--- config.mk ---
export PLATFORM = sky130hd
export DESIGN_NAME = vga_timing_gen_flat
export DESIGN_NICKNAME = d
export VERILOG_FILES = /design/src/rtl/vga_timing_gen_if.sv /design/src/rtl/vga_timing_gen.sv /design/src/flat_wrapper.sv
export SDC_FILE = /design/constraint.sdc
export NUM_CORES = 1
export LEC_CHECK = 0
export CORE_MARGIN = 3
export CORE_UTILIZATION = 47
export DETAILED_ROUTE_END_ITERATION = 10
export PLACE_DENSITY = 0.76
export SYNTH_ARGS = -nofsm -noshare
export SYNTH_HDL_FRONTEND = slang
export SYNTH_SLANG_ARGS = --single-unit
--- constraint.sdc ---
create_clock -name clk -period 2.6 [get_ports clk]
set_clock_uncertainty 0.15 [all_clocks]
set_input_delay 0.65 -clock clk [delete_from_list [all_inputs] [get_ports clk]]
set_output_delay 0.65 -clock clk [all_outputs]
set_load 0.01 [all_outputs]
--- src/rtl/vga_timing_gen_if.sv ---
// Control inputs and raster/sync/tick outputs of vga_timing_gen.
// The generator drives through the master modport; draw logic observes through slave.
interface vga_timing_gen_if #(
  parameter int HW     = 11,
  parameter int VW     = 10,
  parameter int TDIV_W = 8
);
  logic              frz;
  logic [TDIV_W-1:0] tick_div;
  logic              pix_en;
  logic [HW-1:0]     hcount;
  logic [VW-1:0]     vcount;
  logic              de;
  logic              hsync;
  logic              vsync;
  logic              frame_start;
  logic              game_tick;

  modport master (
    input  frz, tick_div,
    output pix_en, hcount, vcount, de, hsync, vsync, frame_start, game_tick
  );

  modport slave (
    output frz, tick_div,
    input  pix_en, hcount, vcount, de, hsync, vsync, frame_start, game_tick
  );
endinterface

--- src/rtl/vga_timing_gen.sv ---
// Parametrised VGA raster generator: pixel-rate divider, h/v counters, sync/DE
// decode through a PIPE_LAT-pixel delay line, and a frame-based game tick with freeze.
module vga_timing_gen #(
  parameter int H_ACTIVE = 800,
  parameter int H_FP     = 56,
  parameter int H_SYNC   = 120,
  parameter int H_BP     = 64,
  parameter int V_ACTIVE = 600,
  parameter int V_FP     = 37,
  parameter int V_SYNC   = 6,
  parameter int V_BP     = 23,
  parameter bit HS_POL   = 1'b1,
  parameter bit VS_POL   = 1'b1,
  parameter int CLK_DIV  = 2,
  parameter int PIPE_LAT = 1,
  parameter int TDIV_W   = 8
) (
  input logic              clk,
  input logic              rst,
  vga_timing_gen_if.master bus
);
  localparam int H_TOTAL = H_ACTIVE + H_FP + H_SYNC + H_BP;
  localparam int V_TOTAL = V_ACTIVE + V_FP + V_SYNC + V_BP;
  localparam int HW      = $clog2(H_TOTAL);
  localparam int VW      = $clog2(V_TOTAL);
  localparam int DW      = (CLK_DIV > 1) ? $clog2(CLK_DIV) : 1;

  localparam logic [DW-1:0] DIV_LAST = DW'(CLK_DIV - 1);
  localparam logic [HW-1:0] H_LAST   = HW'(H_TOTAL - 1);
  localparam logic [HW-1:0] H_ACT    = HW'(H_ACTIVE);
  localparam logic [HW-1:0] HS_FIRST = HW'(H_ACTIVE + H_FP);
  localparam logic [HW-1:0] HS_LAST  = HW'(H_ACTIVE + H_FP + H_SYNC - 1);
  localparam logic [VW-1:0] V_LAST   = VW'(V_TOTAL - 1);
  localparam logic [VW-1:0] V_ACT    = VW'(V_ACTIVE);
  localparam logic [VW-1:0] VS_FIRST = VW'(V_ACTIVE + V_FP);
  localparam logic [VW-1:0] VS_LAST  = VW'(V_ACTIVE + V_FP + V_SYNC - 1);

  logic [DW-1:0]       div_q, div_d;
  logic                pix_en_q, pix_en_d;
  logic [HW-1:0]       h_q, h_d;
  logic [VW-1:0]       v_q, v_d;
  logic [PIPE_LAT-1:0] de_pipe_q, de_pipe_d;
  logic [PIPE_LAT-1:0] hs_pipe_q, hs_pipe_d;
  logic [PIPE_LAT-1:0] vs_pipe_q, vs_pipe_d;
  logic                frame_start_q, frame_start_d;
  logic                game_tick_q, game_tick_d;
  logic [TDIV_W-1:0]   fcnt_q, fcnt_d;

  logic                active, hs_raw, vs_raw, h_wrap, raster_wrap;
  logic [TDIV_W-1:0]   eff;
  logic [TDIV_W:0]     fcnt_inc;

  always_comb begin
    div_d    = (div_q == DIV_LAST) ? '0 : div_q + 1'b1;
    pix_en_d = (div_q == DIV_LAST);

    active      = (h_q < H_ACT) && (v_q < V_ACT);
    hs_raw      = (h_q >= HS_FIRST) && (h_q <= HS_LAST);
    vs_raw      = (v_q >= VS_FIRST) && (v_q <= VS_LAST);
    h_wrap      = (h_q == H_LAST);
    raster_wrap = pix_en_q && h_wrap && (v_q == V_LAST);

    h_d       = h_q;
    v_d       = v_q;
    de_pipe_d = de_pipe_q;
    hs_pipe_d = hs_pipe_q;
    vs_pipe_d = vs_pipe_q;
    // Decode uses the pre-advance counters so stage 0 lags hcount by one pixel.
    if (pix_en_q) begin
      h_d = h_wrap ? '0 : h_q + 1'b1;
      if (h_wrap) begin
        v_d = (v_q == V_LAST) ? '0 : v_q + 1'b1;
      end
      de_pipe_d = (de_pipe_q << 1) | PIPE_LAT'(active);
      hs_pipe_d = (hs_pipe_q << 1) | PIPE_LAT'(hs_raw);
      vs_pipe_d = (vs_pipe_q << 1) | PIPE_LAT'(vs_raw);
    end

    eff           = (bus.tick_div == '0) ? TDIV_W'(1) : bus.tick_div;
    fcnt_inc      = {1'b0, fcnt_q} + 1'b1;
    fcnt_d        = fcnt_q;
    game_tick_d   = 1'b0;
    frame_start_d = raster_wrap;
    // The >= compare lets a lowered tick_div fire at the very next frame.
    if (raster_wrap && !bus.frz) begin
      if (fcnt_inc >= {1'b0, eff}) begin
        game_tick_d = 1'b1;
        fcnt_d      = '0;
      end else begin
        fcnt_d = fcnt_inc[TDIV_W-1:0];
      end
    end
  end

  always_ff @(posedge clk or posedge rst) begin
    if (rst) begin
      div_q         <= '0;
      pix_en_q      <= 1'b0;
      h_q           <= '0;
      v_q           <= '0;
      de_pipe_q     <= '0;
      hs_pipe_q     <= '0;
      vs_pipe_q     <= '0;
      frame_start_q <= 1'b0;
      game_tick_q   <= 1'b0;
      fcnt_q        <= '0;
    end else begin
      div_q         <= div_d;
      pix_en_q      <= pix_en_d;
      h_q           <= h_d;
      v_q           <= v_d;
      de_pipe_q     <= de_pipe_d;
      hs_pipe_q     <= hs_pipe_d;
      vs_pipe_q     <= vs_pipe_d;
      frame_start_q <= frame_start_d;
      game_tick_q   <= game_tick_d;
      fcnt_q        <= fcnt_d;
    end
  end

  assign bus.pix_en      = pix_en_q;
  assign bus.hcount      = h_q;
  assign bus.vcount      = v_q;
  assign bus.de          = de_pipe_q[PIPE_LAT-1];
  assign bus.hsync       = hs_pipe_q[PIPE_LAT-1] ? HS_POL : ~HS_POL;
  assign bus.vsync       = vs_pipe_q[PIPE_LAT-1] ? VS_POL : ~VS_POL;
  assign bus.frame_start = frame_start_q;
  assign bus.game_tick   = game_tick_q;
endmodule
--- src/flat_wrapper.sv ---
// flat-port wrapper written by rule: the top's interface ports become plain ports
module vga_timing_gen_flat 
#(
  parameter int H_ACTIVE = 800,
  parameter int H_FP     = 56,
  parameter int H_SYNC   = 120,
  parameter int H_BP     = 64,
  parameter int V_ACTIVE = 600,
  parameter int V_FP     = 37,
  parameter int V_SYNC   = 6,
  parameter int V_BP     = 23,
  parameter bit HS_POL   = 1'b1,
  parameter bit VS_POL   = 1'b1,
  parameter int CLK_DIV  = 2,
  parameter int PIPE_LAT = 1,
  parameter int TDIV_W   = 8
)
  (clk, rst, bus_frz, bus_tick_div, bus_pix_en, bus_hcount, bus_vcount, bus_de, bus_hsync, bus_vsync, bus_frame_start, bus_game_tick);
  vga_timing_gen_if #(.TDIV_W(TDIV_W)) bus_i ();
  input logic clk;
  input logic rst;
  input wire logic [$bits(bus_i.frz)-1:0] bus_frz;
  input wire logic [$bits(bus_i.tick_div)-1:0] bus_tick_div;
  output wire logic [$bits(bus_i.pix_en)-1:0] bus_pix_en;
  output wire logic [$bits(bus_i.hcount)-1:0] bus_hcount;
  output wire logic [$bits(bus_i.vcount)-1:0] bus_vcount;
  output wire logic [$bits(bus_i.de)-1:0] bus_de;
  output wire logic [$bits(bus_i.hsync)-1:0] bus_hsync;
  output wire logic [$bits(bus_i.vsync)-1:0] bus_vsync;
  output wire logic [$bits(bus_i.frame_start)-1:0] bus_frame_start;
  output wire logic [$bits(bus_i.game_tick)-1:0] bus_game_tick;
  assign bus_i.frz = bus_frz;
  assign bus_i.tick_div = bus_tick_div;
  assign bus_pix_en = bus_i.pix_en;
  assign bus_hcount = bus_i.hcount;
  assign bus_vcount = bus_i.vcount;
  assign bus_de = bus_i.de;
  assign bus_hsync = bus_i.hsync;
  assign bus_vsync = bus_i.vsync;
  assign bus_frame_start = bus_i.frame_start;
  assign bus_game_tick = bus_i.game_tick;
  vga_timing_gen #(.H_ACTIVE(H_ACTIVE), .H_FP(H_FP), .H_SYNC(H_SYNC), .H_BP(H_BP), .V_ACTIVE(V_ACTIVE), .V_FP(V_FP), .V_SYNC(V_SYNC), .V_BP(V_BP), .HS_POL(HS_POL), .VS_POL(VS_POL), .CLK_DIV(CLK_DIV), .PIPE_LAT(PIPE_LAT), .TDIV_W(TDIV_W)) u_core (.clk(clk), .rst(rst), .bus(bus_i));
endmodule
==> impl_metrics.yaml <==
run_status:
  run_status: "finished clean"
cts:
  clock_sink_count: 36
  clock_tree.htree_level_count: 2
  cts.clk_slew.worst_paths_ns: 0.07
  number_of_clock_buffers_inserted_by_tritoncts: 5
  cts_root_buffer: "clkbuf_8"
  cts_hold_repair.buffers: 0
  cts_tree: "yes"
  clock_tree.buffer_depth: 2
  clk_latency_ns: 0.29
routing:
  detailedRoute.firstPassIterationCount: 4
  detail-route-antenna-nets: 0
  routed_via_density: 5.57
  routed_length_per_instance_um: 15.3
  dr_total_vias: 1881
  drc: 0
  initialDrtViolationCount: 77
  route.final.wire_length_mm: 5.17
timing:
  worstMarginPinSlew_ns: 0.583
  post-route-worst-setup-slack_ns: 0.116
  finalWorstPathRequiredPeriod_ns: 2.48
  final_hold_viol_count: 0
  hold_slack_ns: 0.227
  timing.final.crit_share_pct: 95.5
  finalMaxSlewViolations: 0
  max_slew_margin_pct: 60.8
  rsz0062_at_grt: "yes"
  fmax_achieved_mhz: 403
  timing.final.setup_violations: 0
layout:
  antenna-diode-count: 0
  area_occupied_by_multi_input_gates_um2: 1260
  area_delta_synth_final_pct: 38.1
  final_net_count: 313
  final-seq-area_um2: 901
  drive_above_1_share_pct: 21.9
  final.fill_count: 328
synthesis:
  yosys_warnings: 0
  synth_most_common_cell: "dfrtp_1"
  postSynthNetCount: 249
  postSynthRegisterBits: 36
  post_synth_edffs: 0
  post_synth_main_area_contributors: "dfrtp_1, ha_1, nand2_1"
  post_synth_most_frequent_cells: "dfrtp_1, nand2_1, inv_1"
  synth_seq_area_share_pct: 42.7
  post_synth_inst_count: 224
  synth_top_area_share_pct: 42.7
  synth_ff_type: "dfrtp_1"
  syn_area_per_cell_um2: 9.42
  yosysTopAreaCell: "dfrtp_1"
  async_flop_share_pct: 100
  synth_cell_type_count: 45
  mapped_area_um2: 2110
hold_path:
  hp-class: "flip-flop to flip-flop"
  worst_min_path_start: "u_core.div_q"
  hold-path-cell-count: 0
  min_delay_worst_endpoint: "u_core.bus.pix_en"
floorplan:
  die_h_um: 73.0
  chipWidth_um: 73.0
  floorplan.die_area_um2: 5330
  start_util_pct: 50.6
  design.portCount: 38
  num_rows: 23
  design.core.area_um2: 4170
critical_path:
  worstPathRequired_ns: 2.68
  r2r-start: "u_core.fcnt_q[4]"
  crit-reg2reg-capture: "u_core.fcnt_q[5]"
  cp.arrival_ns: 2.57
  start_kind: "input port"
  path_class: "input port to flip-flop"
  r2r.worst_path.cells: 11
  critical_path.endpoint_type: "flip-flop"
  r2r_slack_ns: 0.12
  crit_path_max_fanout: 6
place:
  place.detailed.hpwl_mm: 3.63
  final_weighted_congestion_in_routability_driven_placement: 0.884
  dp_worst_setup_slack_ns: -0.626
  io_buffer_count: 37
power:
  p_switching_uw: 221
  share_comb_of_total_power_pct: 6.1
  ir_worst_vdd_v: 0.000351
  power_density_nw_per_um2: 340
  sw_frac_of_total_pct: 22.3
  power_leakage_uw: 0.00127
  share_seq_of_total_power_pct: 56.4
  cellInternalPower_uw: 771
  share_clk_of_total_power_pct: 37.5
grt:
  globalRoute.totalOverflow: 0
  grt_first_pass_wirelength_mm: 8.81
  first_global_vias: 1910
  grt_start_max_net_pins: 37
  globalRouteTotalUtil_pct: 21.4
  initial_antenna_violation_count: 0
run:
  cap_viol_max_count: 0
[area by class of cell]
type	count	area share, %
sequential	36	30.9
clock buffer	6	2.49
tap	50	2.15
timing repair buffer	63	18.8
multi-input combinational	166	43.4
inverter	16	2.06
clock inverter	1	0.172
[critical path, cell delays in order]
cell and delay, ns:
buf_2 0.11, nor4_2 0.26, a41o_1 0.21, ha_1 0.22
nand2b_4 0.15, a2111oi_4 0.36, o21ai_4 0.13, a21oi_4 0.22
buf_4 0.14, o21ai_1 0.05, nand2_1 0.06
[layer usage]
metal	part of all wire (%)	vias up	track usage, %	wire length [um]
li1	-	916	-	-
met2	49	51	34.0	2540
met5	0	-	0	0
met4	2.0	0	6.56	103
met1	45	902	28.1	2300
met3	4.3	12	6.20	220
[state kept, by name, indices dropped and copies added, names as in the netlist]
| name | cells |
|---|---|
| u_core.bus.hcount | 11 |
| u_core.bus.vcount | 10 |
| u_core.fcnt_q | 8 |
| u_core.bus.de | 1 |
| u_core.bus.frame_start | 1 |
| u_core.bus.game_tick | 1 |
| u_core.bus.pix_en | 1 |
| u_core.div_q | 1 |
| u_core.hs_pipe_q | 1 |
| u_core.vs_pipe_q | 1 |
[power groups by stage]
stage                     Combinational (uW)  Clock [uW]  Sequential, uW
after floorplan                         23.7           0             571
after global placement                  49.4           0             570
after detailed placement                50.8           0             570
after CTS                               55.6         379             560
after global routing                    66.9         405             559
final                                   60.3         372             560
[kinds of logic (layout without fill, tap and decap cells)]
logic type,Yosys count,in the layout,share of synthesized area (%)
AND/OR/NAND/NOR,84,84,21.9
AO/OA/AOI/OAI,47,47,14.0
flip-flops,36,36,42.7
buffers and inverters,22,86,4.21
XOR/XNOR,19,19,7.88
adder cells (fa/ha/maj),14,14,8.30
multiplexers,2,2,1.01
[cells in the final DEF (no fill, tap or decap), types with 8 or more instances in the layout]
| cell | instances |
|---|---|
| nor2_1 | 13 |
| dfrtp_1 | 36 |
| xnor2_1 | 9 |
| xor2_1 | 8 |
| o21ai_1 | 10 |
| ha_1 | 10 |
| o21ai_0 | 8 |
| nand2_1 | 27 |
| clkdlybuf4s50_1 | 29 |
| buf_4 | 25 |
| inv_1 | 15 |
[worst max path at each step]
stage,from,to,slack (ns),depth (start not counted)
finish,bus_tick_div[6],u_core.fcnt_q[5],0.12,11
global route,u_core.fcnt_q[0],u_core.fcnt_q[0],-0.03,10
CTS,u_core.fcnt_q[0],u_core.fcnt_q[0],0.02,10
detailed placement,bus_tick_div[5],u_core.fcnt_q[2],-0.63,10
global placement,bus_tick_div[5],u_core.fcnt_q[2],-0.53,10
floorplan,u_core.fcnt_q[0],u_core.fcnt_q[2],0.002,10
[repair_timing]
| item | in CTS | in global routing |
|---|---|---|
| buffers inserted | 3 | 3 |
| setup endpoints to repair | 9 | 9 |
| pin swaps | 9 | 13 |
| gates resized for setup | 23 | 18 |
| cloned | 0 | 0 |
[per-stage QoR]
| step | util [%] | cells | TNS [ns] | power (uW) | cell area (um2) |
|---|---|---|---|---|---|
| after CTS | 67.5 | 335 | 0 | 994 | 2820 |
| after detailed placement | 64.1 | 325 | -5.16 | 621 | 2680 |
| after floorplan | - | 224 | 0 | 594 | 2120 |
| final | 69.8 | 338 | 0 | 992 | 2910 |
| after global routing | 69.8 | 338 | -0.0838 | 1030 | 2910 |
| after global placement | 64.1 | 325 | -4.26 | 620 | 2680 |
(Power assumes the default switching activity.)
